--- src/rtl/uart_frame_packer_if.sv ---
// Byte-stream handshake between the frame packer and the UART sender.
// A byte moves on any clock edge where tx_valid and tx_ready are both high.
interface uart_frame_packer_if;
  logic       tx_valid;
  logic [7:0] tx_data;
  logic       tx_ready;

  modport master (
    output tx_valid,
    output tx_data,
    input  tx_ready
  );

  modport slave (
    input  tx_valid,
    input  tx_data,
    output tx_ready
  );
endinterface

--- src/rtl/uart_frame_packer.sv ---
// Snapshots a payload on start and streams sync, type, len, payload,
// CRC-8 and tail bytes over a valid/ready link with backpressure.
module uart_frame_packer #(
  parameter int         PAYLOAD_LEN = 26,
  parameter logic [7:0] SYNC0       = 8'h55,
  parameter logic [7:0] SYNC1       = 8'hBB,
  parameter logic [7:0] TAIL        = 8'hF0,
  parameter logic [7:0] CRC_POLY    = 8'h07,
  parameter logic [7:0] CRC_INIT    = 8'h00
) (
  input  logic                     clk,
  input  logic                     reset_n,
  input  logic                     start,
  input  logic [7:0]               frame_type,
  input  logic [8*PAYLOAD_LEN-1:0] payload,
  output logic                     busy,
  output logic                     done,
  uart_frame_packer_if.master      tx
);

  localparam int IW = $clog2(PAYLOAD_LEN + 6);
  localparam int PW = 8 * PAYLOAD_LEN;
  localparam logic [7:0]    LEN     = 8'(PAYLOAD_LEN);
  localparam logic [IW-1:0] IDX_TYP = IW'(2);
  localparam logic [IW-1:0] IDX_LEN = IW'(3);
  localparam logic [IW-1:0] IDX_LST = IW'(PAYLOAD_LEN + 3);

  typedef enum logic [2:0] {
    S_IDLE,
    S_SYNC,
    S_BODY,
    S_CRC,
    S_TAIL
  } state_t;

  state_t          state_q, state_d;
  logic [IW-1:0]   idx_q, idx_d;
  logic [7:0]      crc_q, crc_d;
  logic [7:0]      typ_q, typ_d;
  logic [PW-1:0]   pay_q, pay_d;
  logic            vld_q, vld_d;
  logic [7:0]      dat_q, dat_d;
  logic            done_q, done_d;
  logic            xfer;

  function automatic logic [7:0] crc8(
    input logic [7:0] c,
    input logic [7:0] b
  );
    logic [7:0] x;
    x = c ^ b;
    for (int i = 0; i < 8; i++) begin
      x = x[7] ? ((x << 1) ^ CRC_POLY) : (x << 1);
    end
    return x;
  endfunction

  assign xfer = vld_q && tx.tx_ready;

  always_comb begin
    state_d = state_q;
    idx_d   = idx_q;
    crc_d   = crc_q;
    typ_d   = typ_q;
    pay_d   = pay_q;
    vld_d   = vld_q;
    dat_d   = dat_q;
    done_d  = 1'b0;
    unique case (state_q)
      S_IDLE: begin
        idx_d = '0;
        if (start) begin
          state_d = S_SYNC;
          crc_d   = CRC_INIT;
          typ_d   = frame_type;
          pay_d   = payload;
          vld_d   = 1'b1;
          dat_d   = SYNC0;
        end
      end
      S_SYNC: begin
        if (xfer) begin
          idx_d = idx_q + 1'b1;
          if (idx_q == '0) begin
            dat_d = SYNC1;
          end else begin
            dat_d   = typ_q;
            state_d = S_BODY;
          end
        end
      end
      S_BODY: begin
        if (xfer) begin
          idx_d = idx_q + 1'b1;
          crc_d = crc8(crc_q, dat_q);
          // payload is consumed from the low byte by shifting the snapshot
          unique case (1'b1)
            (idx_q == IDX_LST): begin
              state_d = S_CRC;
              dat_d   = crc_d;
            end
            (idx_q == IDX_TYP): dat_d = LEN;
            (idx_q == IDX_LEN): dat_d = pay_q[7:0];
            default: begin
              pay_d = pay_q >> 8;
              dat_d = pay_d[7:0];
            end
          endcase
        end
      end
      S_CRC: begin
        if (xfer) begin
          idx_d   = idx_q + 1'b1;
          state_d = S_TAIL;
          dat_d   = TAIL;
        end
      end
      S_TAIL: begin
        if (xfer) begin
          idx_d   = '0;
          state_d = S_IDLE;
          vld_d   = 1'b0;
          dat_d   = 8'h00;
          done_d  = 1'b1;
        end
      end
      default: begin
        state_d = S_IDLE;
        vld_d   = 1'b0;
        dat_d   = 8'h00;
      end
    endcase
  end

  always_ff @(posedge clk or negedge reset_n) begin
    if (!reset_n) begin
      state_q <= S_IDLE;
      idx_q   <= '0;
      crc_q   <= CRC_INIT;
      typ_q   <= 8'h00;
      pay_q   <= '0;
      vld_q   <= 1'b0;
      dat_q   <= 8'h00;
      done_q  <= 1'b0;
    end else begin
      state_q <= state_d;
      idx_q   <= idx_d;
      crc_q   <= crc_d;
      typ_q   <= typ_d;
      pay_q   <= pay_d;
      vld_q   <= vld_d;
      dat_q   <= dat_d;
      done_q  <= done_d;
    end
  end

  assign busy        = (state_q != S_IDLE);
  assign done        = done_q;
  assign tx.tx_valid = vld_q;
  assign tx.tx_data  = dat_q;

endmodule

--- src/flat_wrapper.sv ---
// flat-port wrapper written by rule: the top's interface ports become plain ports
module uart_frame_packer_flat 
#(
  parameter int         PAYLOAD_LEN = 26,
  parameter logic [7:0] SYNC0       = 8'h55,
  parameter logic [7:0] SYNC1       = 8'hBB,
  parameter logic [7:0] TAIL        = 8'hF0,
  parameter logic [7:0] CRC_POLY    = 8'h07,
  parameter logic [7:0] CRC_INIT    = 8'h00
)
  (clk, reset_n, start, frame_type, payload, busy, done, tx_tx_valid, tx_tx_data, tx_tx_ready);
  uart_frame_packer_if tx_i ();
  input  logic clk;
  input  logic reset_n;
  input  logic start;
  input  logic [7:0] frame_type;
  input  logic [8*PAYLOAD_LEN-1:0] payload;
  output logic busy;
  output logic done;
  output wire logic [$bits(tx_i.tx_valid)-1:0] tx_tx_valid;
  output wire logic [$bits(tx_i.tx_data)-1:0] tx_tx_data;
  input wire logic [$bits(tx_i.tx_ready)-1:0] tx_tx_ready;
  assign tx_tx_valid = tx_i.tx_valid;
  assign tx_tx_data = tx_i.tx_data;
  assign tx_i.tx_ready = tx_tx_ready;
  uart_frame_packer #(.PAYLOAD_LEN(PAYLOAD_LEN), .SYNC0(SYNC0), .SYNC1(SYNC1), .TAIL(TAIL), .CRC_POLY(CRC_POLY), .CRC_INIT(CRC_INIT)) u_core (.clk(clk), .reset_n(reset_n), .start(start), .frame_type(frame_type), .payload(payload), .busy(busy), .done(done), .tx(tx_i));
endmodule
--- config.mk ---
export PLATFORM = sky130hd
export DESIGN_NAME = uart_frame_packer_flat
export DESIGN_NICKNAME = d
export VERILOG_FILES = /design/src/rtl/uart_frame_packer_if.sv /design/src/rtl/uart_frame_packer.sv /design/src/flat_wrapper.sv
export SDC_FILE = /design/constraint.sdc
export NUM_CORES = 1
export LEC_CHECK = 0
export ABC_AREA = 1
export ABC_CLOCK_PERIOD_IN_PS = 5400
export CAP_MARGIN = 40
export CORE_UTILIZATION = 51
export DETAILED_ROUTE_END_ITERATION = 8
export PLACE_DENSITY = 0.79
export SLEW_MARGIN = 40
export SYNTH_ARGS = -nofsm -noshare
export SYNTH_HDL_FRONTEND = slang
export SYNTH_SLANG_ARGS = --single-unit
--- constraint.sdc ---
create_clock -name clk -period 5.4 [get_ports clk]
set_input_delay 0.54 -clock clk [delete_from_list [all_inputs] [get_ports clk]]
set_output_delay 0.54 -clock clk [all_outputs]
set_load 0.02 [all_outputs]
# Word-level counts from Yosys, hierarchy flattened
# Index checks and enable logic that the tools add are counted.
dict set report word_totals {
  reg_bits 242
  output_inout_bits 11
  inputBits 220
}
dict set report op_classes {
  addsub 1
  n_eq_ne 16
  muxes 39
  bitwise_logic 10
  reduce_logical 15
}
# cell n
set ops {}
lappend ops {{2-to-1 mux 208 bit} 3}
lappend ops {{one-hot mux 208 bit (2 select lines)} 1}
lappend ops {{2-to-1 mux 8 bit} 8}
lappend ops {{2-to-1 mux 3 bit} 15}
lappend ops {{one-hot mux 8 bit (5 select lines)} 1}
lappend ops {{NOT 3 bit} 8}
lappend ops {{one-hot mux 8 bit (3 select lines)} 1}
lappend ops {{one-hot mux 8 bit (2 select lines)} 1}
lappend ops {{one-hot mux 3 bit (5 select lines)} 1}
lappend ops {{one-hot mux 5 bit (3 select lines)} 1}
lappend ops {{!= test 2 x 1 -> 1 bit, second input constant} 6}
lappend ops {{== test 5 x 2 -> 1 bit, second input constant} 2}
lappend ops {{2-to-1 mux 5 bit} 2}
lappend ops {{AND reduction 3 bit} 3}
lappend ops {{XOR 8 bit} 1}
lappend ops {{AND reduction 7 bit} 1}
lappend ops {{== test 3 x 2 -> 1 bit, second input constant} 2}
lappend ops {{!= test 2 bit, second input constant} 3}
lappend ops {{nonzero test 3 bit} 2}
lappend ops {{OR reduction 3 bit} 2}
lappend ops {{adder 5 x 1 -> 5 bit, second input constant} 1}
lappend ops {{== test 5 bit, second input constant} 1}
lappend ops {{logical NOT 5 bit} 1}
lappend ops {{AND reduction 5 bit} 1}
lappend ops {{10 further kinds} 13}

# Depth between registers and ports, before layout
# Gate-level depths: netlist of run 1.
dict set report logic_depth {
  depth_word 20
  depth_mapped 14
  mapped_depth_nobuf 14
}

# Least setup slack after synthesis of run 1
# OpenSTA, ideal clock, no wires.
dict set report synth_path {
  kind {register -> register}
  from {register u_core.state_q[1]}
  to {register u_core.pay_q[5]}
  required_ps 5275
  n_path_buf 2
  setup_ps 125
  slack_ps 3489
  arrival_ps 1786
  stages_incl_launch_ff 11
  path_cell_list {dfrtp_1 -> nor2_4 -> inv_2 -> nor2_8 -> inv_2 -> nor2_8 -> nor2_2 -> a21oi_2 -> buf_6 -> buf_6 -> mux2_2}
}
dict set report synth_between {
  elab_chain_len 3
}
# element line_no
set synth_rtl {}
lappend synth_rtl {{start: declaration} uart_frame_packer.sv:36} ;# state_t state_q, state_d;
lappend synth_rtl {{start signal: assignment} uart_frame_packer.sv:146} ;# state_q <= state_d;
lappend synth_rtl {{== test 3 x 2 -> 1 bit or logical NOT 3 bit (tied branches)} uart_frame_packer.sv:69} ;# unique case (state_q)
lappend synth_rtl {{!= test 2 x 1 -> 1 bit (no source line) (tied with other cells)} --}
lappend synth_rtl {{AND reduction 4 bit (no source line)} --}
lappend synth_rtl {{end signal: assignment} uart_frame_packer.sv:150} ;# pay_q <= pay_d;
lappend synth_rtl {{end: declaration} uart_frame_packer.sv:40} ;# logic [PW-1:0] pay_q, pay_d;
# Parallel ways exist; a longest one is shown, timed or not.
# A chain may end at the register's enable or synchronous reset.

# Final worst setup path of run 1
dict set report layout_path {
  from {register u_core.state_q[2]}
  to {register u_core.pay_q[64]}
}
# The elaborated chain is that of the path after synthesis.

==> results of run 1 <==
-- routing by layer --
metal	vias to the layer above	track usage, %	wire length (um)
met2	246	42.2	15400
met4	0	9.70	1130
met3	70	5.39	1860
met1	4813	34.6	14100
li1	5126	-	-
met5	-	0	0
-- registers in the layout, summed over array words and instances (netlist names) --
signal,flops
u_core.pay_q,208
u_core.crc_q,8
u_core.tx.tx_data,8
u_core.typ_q,8
u_core.idx_q,5
u_core.state_q,3
u_core.done,1
u_core.tx.tx_valid,1
-- area by class of cell --
type                            instances  area share, %
Clock buffer                           39           5.11
Antenna cell                            4         0.0630
Tap cell                              324           2.55
Inverter                              230           5.52
Multi-Input combinational cell        874           32.0
Clock inverter                         10           1.12
Timing Repair Buffer                  238           15.5
Sequential cell                       242           38.1
-- placed cells by master (no fill, tap or decap), types with 10 or more instances in the layout --
cell and instances:
sky130_fd_sc_hd__nand2_1 359, sky130_fd_sc_hd__dfrtp_1 242, sky130_fd_sc_hd__clkdlybuf4s50_1 229, sky130_fd_sc_hd__inv_1 222
sky130_fd_sc_hd__o21ai_1 177, sky130_fd_sc_hd__o211ai_2 100, sky130_fd_sc_hd__o211ai_1 90, sky130_fd_sc_hd__o21ai_0 44
sky130_fd_sc_hd__clkbuf_16 27, sky130_fd_sc_hd__nand3_1 24, sky130_fd_sc_hd__nor2_1 19, sky130_fd_sc_hd__o21ai_2 10
-- critical path, cell delays in order, from the launching register on --
cell and delay (ns):
sky130_fd_sc_hd__dfrtp_1 0.57, sky130_fd_sc_hd__nor2_2 0.07, sky130_fd_sc_hd__nand2_1 0.51, sky130_fd_sc_hd__inv_12 0.38, sky130_fd_sc_hd__a21oi_4 0.49, sky130_fd_sc_hd__buf_12 0.60
sky130_fd_sc_hd__o211ai_2 0.21, sky130_fd_sc_hd__o21ai_1 0.14
-- where the power goes --
part,internal (uW),switching (uW)
Sequential,2700,321
Clock,1270,751
Combinational,1380,2750
Total,5360,3820
-- repair_timing --
item	in CTS	in global routing
hold buffers	1	0
hold endpoints to repair	62	0
setup endpoints to repair	0	0
-- Yosys cell counts (all sizes together) (6+ instances only) --
master and instances:
nand3 24, nor2 25, clkbuf 36, inv 228
o21ai 231, a31oi 6, xor2 7, buf 55
nand2 359, a21oi 10, dfrtp 242, o211ai 190
-- how the worst min path moves through the flow --
stage / start / to / slack [ns] / depth (start not counted)
after detailed placement: u_core.typ_q[1] / u_core.typ_q[1] / 0.46 / 2
after CTS: u_core.typ_q[3] / u_core.typ_q[3] / 0.48 / 2
after global placement: u_core.typ_q[1] / u_core.typ_q[1] / 0.46 / 2
final: u_core.typ_q[1] / u_core.typ_q[1] / 0.48 / 2
after floorplan: reset_n / u_core.crc_q[0] / 0.24 / 0
after global routing: u_core.typ_q[6] / u_core.typ_q[6] / 0.51 / 2
-- kinds of logic after synthesis --
group                      Yosys count  synth area share, %
muxes                                1               0.0891
buffers and inverters              321                 11.9
and+or+nand+nor                    413                 13.0
AOI/OAI and AO/OA                  445                 26.0
adders and majority gates            4                0.396
xor gates and xnor gates            11                0.762
DFF                                242                 47.9
-- metrics by stage --
| step | cells | setup WS [ns] |
|---|---|---|
| floorplan | 1437 | 3.49 |
| global placement | 1906 | 2.12 |
| detailed placement | 1907 | 2.20 |
| CTS | 1957 | 2.20 |
| global route | 1960 | 1.88 |
| finish | 1961 | 2.17 |
==> impl_results.rst, run 1 <==
.. list-table::
   :header-rows: 1

   * - Metric
     - Value
   * - Type of the worst min-delay path
     - reg2reg
   * - Total power of the final layout
     - around 9000 uW
   * - Antenna violations before repair
     - 3
   * - Netlist area before placement
     - between 10000 and 15000 sq um
   * - Post-cts sizing count
     - 0
   * - Via-per-instance ratio
     - about 5.2
   * - Number of port buffers
     - 230
   * - Final hold vios
     - 0
   * - Global-route wire length before repair
     - around 53000 um
   * - Post-layout util
     - between 60 and 70%
   * - Syn_nets
     - around 1.7k
   * - VDD IR-drop max
     - between 0.3 and 0.4 mV
   * - Die H
     - approximately 160 um
   * - Flip-flop and latch area
     - roughly 6100 sq um
   * - Clock sink count
     - around 240
   * - Area leader, netlist
     - sky130_fd_sc_hd__dfrtp_1
   * - Placement row count
     - 57
   * - Number of buffers created by CTS
     - 27
   * - Multi-input combinational cell area
     - 5090 sq um
   * - Outcome
     - completed
   * - Fraction of post-synthesis cell area in the top cell type by area
     - 47.9%
   * - Fraction of the yosys area taken by sequential cells
     - 47.9%
   * - Number of iterations in the first detailed-routing pass
     - 5
   * - Post-DP HPWL
     - roughly 22000 um
   * - CTS tree
     - yes
   * - Clock tree buffer depth
     - 3
   * - Max_slew headroom
     - 43.6%
   * - Capture point of the critical path
     - u_core.pay_q[64]
   * - Total of endpoints with negative setup slack in the final report
     - 0
   * - Mean post-synth cell area
     - 8.80 sq um
   * - DRC marker count from the first detailed-route iteration
     - 814
   * - Worst hold slack after final layout
     - approximately 0.48 ns
   * - Synth area leaders
     - sky130_fd_sc_hd__dfrtp_1 48%, sky130_fd_sc_hd__nand2_1 11%, sky130_fd_sc_hd__o211ai_2 9.9%, sky130_fd_sc_hd__o21ai_1 7.0%, sky130_fd_sc_hd__inv_1 6.6%
   * - Critical-path maximum fanout
     - between 150 and 200
   * - Area of placed instances
     - ~15000 sq um
   * - Layout cells sized above 1
     - approximately 11%
   * - Setup Skew
     - 0.00835 ns
   * - Synthesized instance count
     - 1437
   * - Count of final max-slew check failures
     - 0
   * - Vias in the first global route
     - between 10k and 15k
   * - Count of unresolved DRC violations after routing
     - 0
   * - Global-route total usage across every layer
     - a little over a quarter
   * - Setup crit end kind
     - flop
   * - Unrepaired setup endpoints after global routing
     - false
   * - Setup Crit Path Kind
     - reg2reg
   * - Peak clock frequency supported by timing
     - 0.309 GHz
   * - Clock latency at the later pin of the worst-skew pair
     - roughly 0.53 ns
   * - Length in cells of the worst reg-to-reg path
     - 7
   * - Number of setup buffers added after CTS
     - 0
   * - Warnings from Yosys
     - 0
   * - Worst Setup Start Kind
     - flop
   * - H-Tree Depth
     - 1
   * - Drt total wl
     - around 32000 um
   * - PwrDens
     - ~580 nW/um^2
   * - # IOs
     - 231
   * - Starting density of the core
     - approximately 52%
   * - Data required time at the worst endpoint
     - about 6 ns
   * - R2r endpoint
     - u_core.pay_q[64]
   * - Final-stage net count
     - ~1.8k
   * - Main flop type after synthesis
     - sky130_fd_sc_hd__dfrtp_1
   * - Least-Margin Pin Slew
     - 0.846 ns
   * - Final weighted congestion in routability-driven placement
     - 0.909
   * - Core Footprint
     - 24300 sq um
   * - Crit path launch
     - u_core.state_q[2]
   * - Residual antenna-violating net count after detailed routing
     - 0
   * - Fin crit share
     - 59.9%
   * - Per-cell routed wire length
     - roughly 17 um
   * - Shortest clock period the worst path allows after layout
     - 3.23 ns
   * - Post-synth EDFFs
     - 0
   * - Die area
     - around 25000 sq um
   * - Arrival time of the worst setup path
     - 3.67 ns
   * - Count of unique library cells instantiated by Yosys
     - 36
   * - Share of flip-flops with an asynchronous set or reset after synthesis
     - 100%
   * - Maximum number of pins on one net before global-route repair
     - ~180
   * - Reported leakage power
     - a little under 0.007 uW
   * - R2r startpoint
     - u_core.state_q[2]
   * - Area growth from synthesis to layout
     - 25.6%
   * - Die Wd
     - roughly 160 um
   * - Via count of the routed design
     - slightly above 10k
   * - Post-Layout Inst Area
     - approximately 16000 sq um
   * - Register bit count reported by yosys
     - approximately 240
   * - Filler cells
     - 1986
   * - Clock transition time at the flip-flop clock pins of the worst setup and hold paths
     - about 0.06 ns
   * - Cell at the root of the clock tree
     - sky130_fd_sc_hd__clkbuf_16
   * - TNS Setup
     - 0 ns
   * - Total of max-cap violations
     - 0
   * - Total overflow reported by the global router
     - 0
   * - Worst reg2reg setup slack
     - roughly 2.2 ns
(Power assumes the default switching activity.)
==> inputs of run 2 (changes only) <==
- ABC_CLOCK_PERIOD_IN_PS: 5400 -> 3000
- clock period: 5.4 -> 3 ns (I/O delays scaled with it)
==> run 2 against run 1 <==
Combinational power grew 84%. Non-clock buffer count grew 15. Maximum frequency grew 34%. Total power grew 74%. Critical path type unchanged. Critical endpoint is now u_core.pay_q[90].
==> impl_results.rst, run 2 (same netlist as run 1, synthesis figures left out) <==
.. list-table::
   :header-rows: 1

   * - Metric
     - Value
   * - Total of max-cap violations
     - 0 (unchanged)
   * - Final weighted congestion in routability-driven placement
     - 0.954 (+5.0%)
   * - Setup Skew
     - 0.0159 ns (+0.00751 ns)
   * - Commonest cells after routing, fill and taps aside
     - 359 x sky130_fd_sc_hd__nand2_1, 242 x sky130_fd_sc_hd__dfrtp_1, 229 x sky130_fd_sc_hd__clkdlybuf4s50_1
   * - Cell at the root of the clock tree
     - sky130_fd_sc_hd__clkbuf_16
   * - Clock transition time at the flip-flop clock pins of the worst setup and hold paths
     - 0.06 ns (about the same)
   * - Maximum cell stage delay along the critical path
     - 0.39 ns (-0.21 ns)
   * - Post-cts sizing count
     - 0 (unchanged)
   * - Cell type with the highest occurrence count on the critical path
     - sky130_fd_sc_hd__buf_12
   * - Die area
     - 25400 sq um (unchanged)
   * - Post-placement setup slack
     - 0.513 ns (-1.69 ns)
   * - Int Power
     - 9250 uW (+73%)
   * - Total of endpoints with negative setup slack in the final report
     - 0 (unchanged)
   * - Shortest clock period the worst path allows after layout
     - 2.42 ns (-0.816 ns)
   * - CTS tree
     - yes
   * - Number of port buffers
     - 230 (unchanged)
   * - PwrDens
     - 1010 nW/um^2 (+75%)
   * - Count of final max-slew check failures
     - 0 (unchanged)
   * - DRC marker count from the first detailed-route iteration
     - 909 (+12%)
   * - Fin crit share
     - 80.6% (+21 points)
   * - Dpl cells
     - 1922 (+0.79%)
   * - # IOs
     - 231 (unchanged)
   * - Library cell contributing the largest single delay on the critical path
     - sky130_fd_sc_hd__dfrtp_1
   * - Global-route wire length before repair
     - 51900 um (-2.7%)
   * - Die H
     - 159 um (unchanged)
   * - Layout cells sized above 1
     - 10.8% (-0.053 points)
   * - Number of buffers created by CTS
     - 27 (unchanged)
   * - Vias in the first global route
     - 10.1k (-2.4%)
   * - Count of unresolved DRC violations after routing
     - 0 (unchanged)
   * - Least-Margin Pin Slew
     - 0.753 ns (-0.0928 ns)
   * - Starting density of the core
     - 52.0% (unchanged)
   * - Seq pwr share
     - 34.0% (+1.0 points)
   * - Data required time at the worst endpoint
     - 3.42 ns (-2.42 ns)
   * - Core Footprint
     - 24300 sq um (unchanged)
   * - Die Wd
     - 159 um (unchanged)
   * - Setup Crit Path Kind
     - reg2reg
   * - Max_slew headroom
     - 49.4% (+5.8 points)
   * - Setup crit end kind
     - flop
   * - Per-cell routed wire length
     - 16.1 um (-2.7%)
   * - Switching power of the nets
     - 6750 uW (+77%)
   * - Antenna violations before repair
     - 1 (-2)
   * - Clock latency at the later pin of the worst-skew pair
     - 0.52 ns (about the same)
   * - H-Tree Depth
     - 1 (unchanged)
   * - Final critical-path setup slack
     - 0.582 ns (-1.58 ns)
   * - Worst path cell trace
     - inv_1 > ha_1 > nand4_1 > nand3_1 > a21oi_4 > buf_12 > buf_12 > o211ai_1 > o21ai_1
   * - Critical-path maximum fanout
     - 47 (-74%)
   * - Total overflow reported by the global router
     - 0 (unchanged)
   * - Worst Setup Start Kind
     - flop
   * - Reported leakage power
     - 0.00684 uW (-0.42%)
   * - Non-filler cells in the finished layout
     - 1966 (+0.25%)
   * - Residual antenna-violating net count after detailed routing
     - 0 (unchanged)
   * - Worst reg2reg setup slack
     - 0.58 ns (-1.58 ns)
   * - Via-per-instance ratio
     - 5.27 (+0.82%)
   * - Clock tree buffer depth
     - 3 (unchanged)
   * - Outcome
     - completed
   * - Number of iterations in the first detailed-routing pass
     - 5 (unchanged)
   * - Peak clock frequency supported by timing
     - 0.414 GHz (+34%)
   * - Area growth from synthesis to layout
     - 25.1%
   * - Flip-flop count of the largest register after layout
     - 208 (unchanged)
   * - Via count of the routed design
     - 10.4k (+1.1%)
   * - Arrival time of the worst setup path
     - 2.84 ns (-0.83 ns)
   * - Sw frac
     - 42.2% (+0.57 points)
   * - Combinational share of power
     - 47.5% (+2.5 points)
   * - Register bank with the most flops
     - u_core.pay_q
   * - Unrepaired setup endpoints after global routing
     - false
   * - Final hold vios
     - 0 (unchanged)
   * - Placement row count
     - 57 (unchanged)
   * - Most common cell after layout, fill and taps aside
     - sky130_fd_sc_hd__nand2_1
   * - Global-route total usage across every layer
     - 25.3% (-0.74 points)
   * - Clock sink count
     - 242 (unchanged)
   * - Drt total wl
     - 31700 um (-2.4%)
   * - Post-DP HPWL
     - 22700 um (+1.0%)
   * - Proportion of power drawn by the clock network
     - 18.5% (-3.6 points)
   * - Maximum number of pins on one net before global-route repair
     - 156 (-14%)
   * - VDD IR-drop max
     - 0.544 mV (+44%)
   * - Final-stage net count
     - 1852 (+0.82%)
   * - TNS Setup
     - 0 ns (unchanged)
   * - Type of the worst min-delay path
     - in2reg
==> run 2: cell count changes in the layout (fill, tap and decap cells not counted), sizes merged <==
cell    previous run  this run
clkbuf            39        41
buf                8        23
bufinv             5         0
diode              4         1
clkinv             6         2
==> run 2: through the flow <==
step           total power, uW  util [%]  area [sq um]  hold WS [ns]
2_1_floorplan            11400         -         12600       0.00441
3_3_place_gp             12800      61.9         15000         0.330
3_5_place_dp             13100      61.9         15000         0.333
4_1_cts                  16100      65.0         15800         0.314
5_1_grt                  17300      65.1         15800         0.327
6_report                 16000      65.1         15800         0.334
==> run 2: power by group through the flow <==
stage               registers, uW  logic [uW]  clock network, uW
finish                       5440        7600               2960
global route                 5590        8590               3160
CTS                          5440        7640               3030
detailed placement           5480        7580                  0
global placement             5430        7380                  0
floorplan                    5360        6010                  0
==> run 2: timing repair <==
item / CTS / global route
endpoints found under the hold margin: 78 / 0
setup buffers: 0 / 0
endpoints found under the setup margin: 0 / 0
hold buffers: 1 / 0
==> run 2: final timing paths <==
path / startpoint / end / depth (start not counted)
worst max-delay path: u_core.idx_q[1] / u_core.pay_q[90] / 9
min in group asynchronous: reset_n / u_core.tx.tx_data[2] / 2
worst min register to register: u_core.typ_q[4] / u_core.typ_q[4] / 2
worst min-delay path: frame_type[5] / u_core.typ_q[5] / 3
max in group asynchronous: reset_n / u_core.pay_q[75] / 3
worst max register to register: u_core.idx_q[1] / u_core.pay_q[90] / 9
==> run 2: worst max-delay path: cells and delay by family (launching register included) <==
family	cells	cell delay [ns]
flip-flops	1	0.39
AO/OA/AOI/OAI	3	0.57
buffers and inverters	3	0.66
adder cells (fa/ha/maj)	1	0.18
AND/OR/NAND/NOR	2	0.48
==> run 2: area by class of cell <==
cell class,count,area [sq um]
Clock buffer,41,758
Sequential cell,242,6060
Antenna cell,1,2.50
Fill cell,1973,8500
Timing Repair Buffer,253,2630
Tap cell,324,405
Clock inverter,1,7.51
Multi-Input combinational cell,874,5090
Inverter,230,871
==> run 2: routing by layer <==
metal,up-vias,GRT usage (%),routed length [um]
li1,5137,-,-
met1,4893,35.2,14100
met2,282,40.9,15000
met3,53,3.72,1680
met4,0,8.39,923
met5,-,0,0
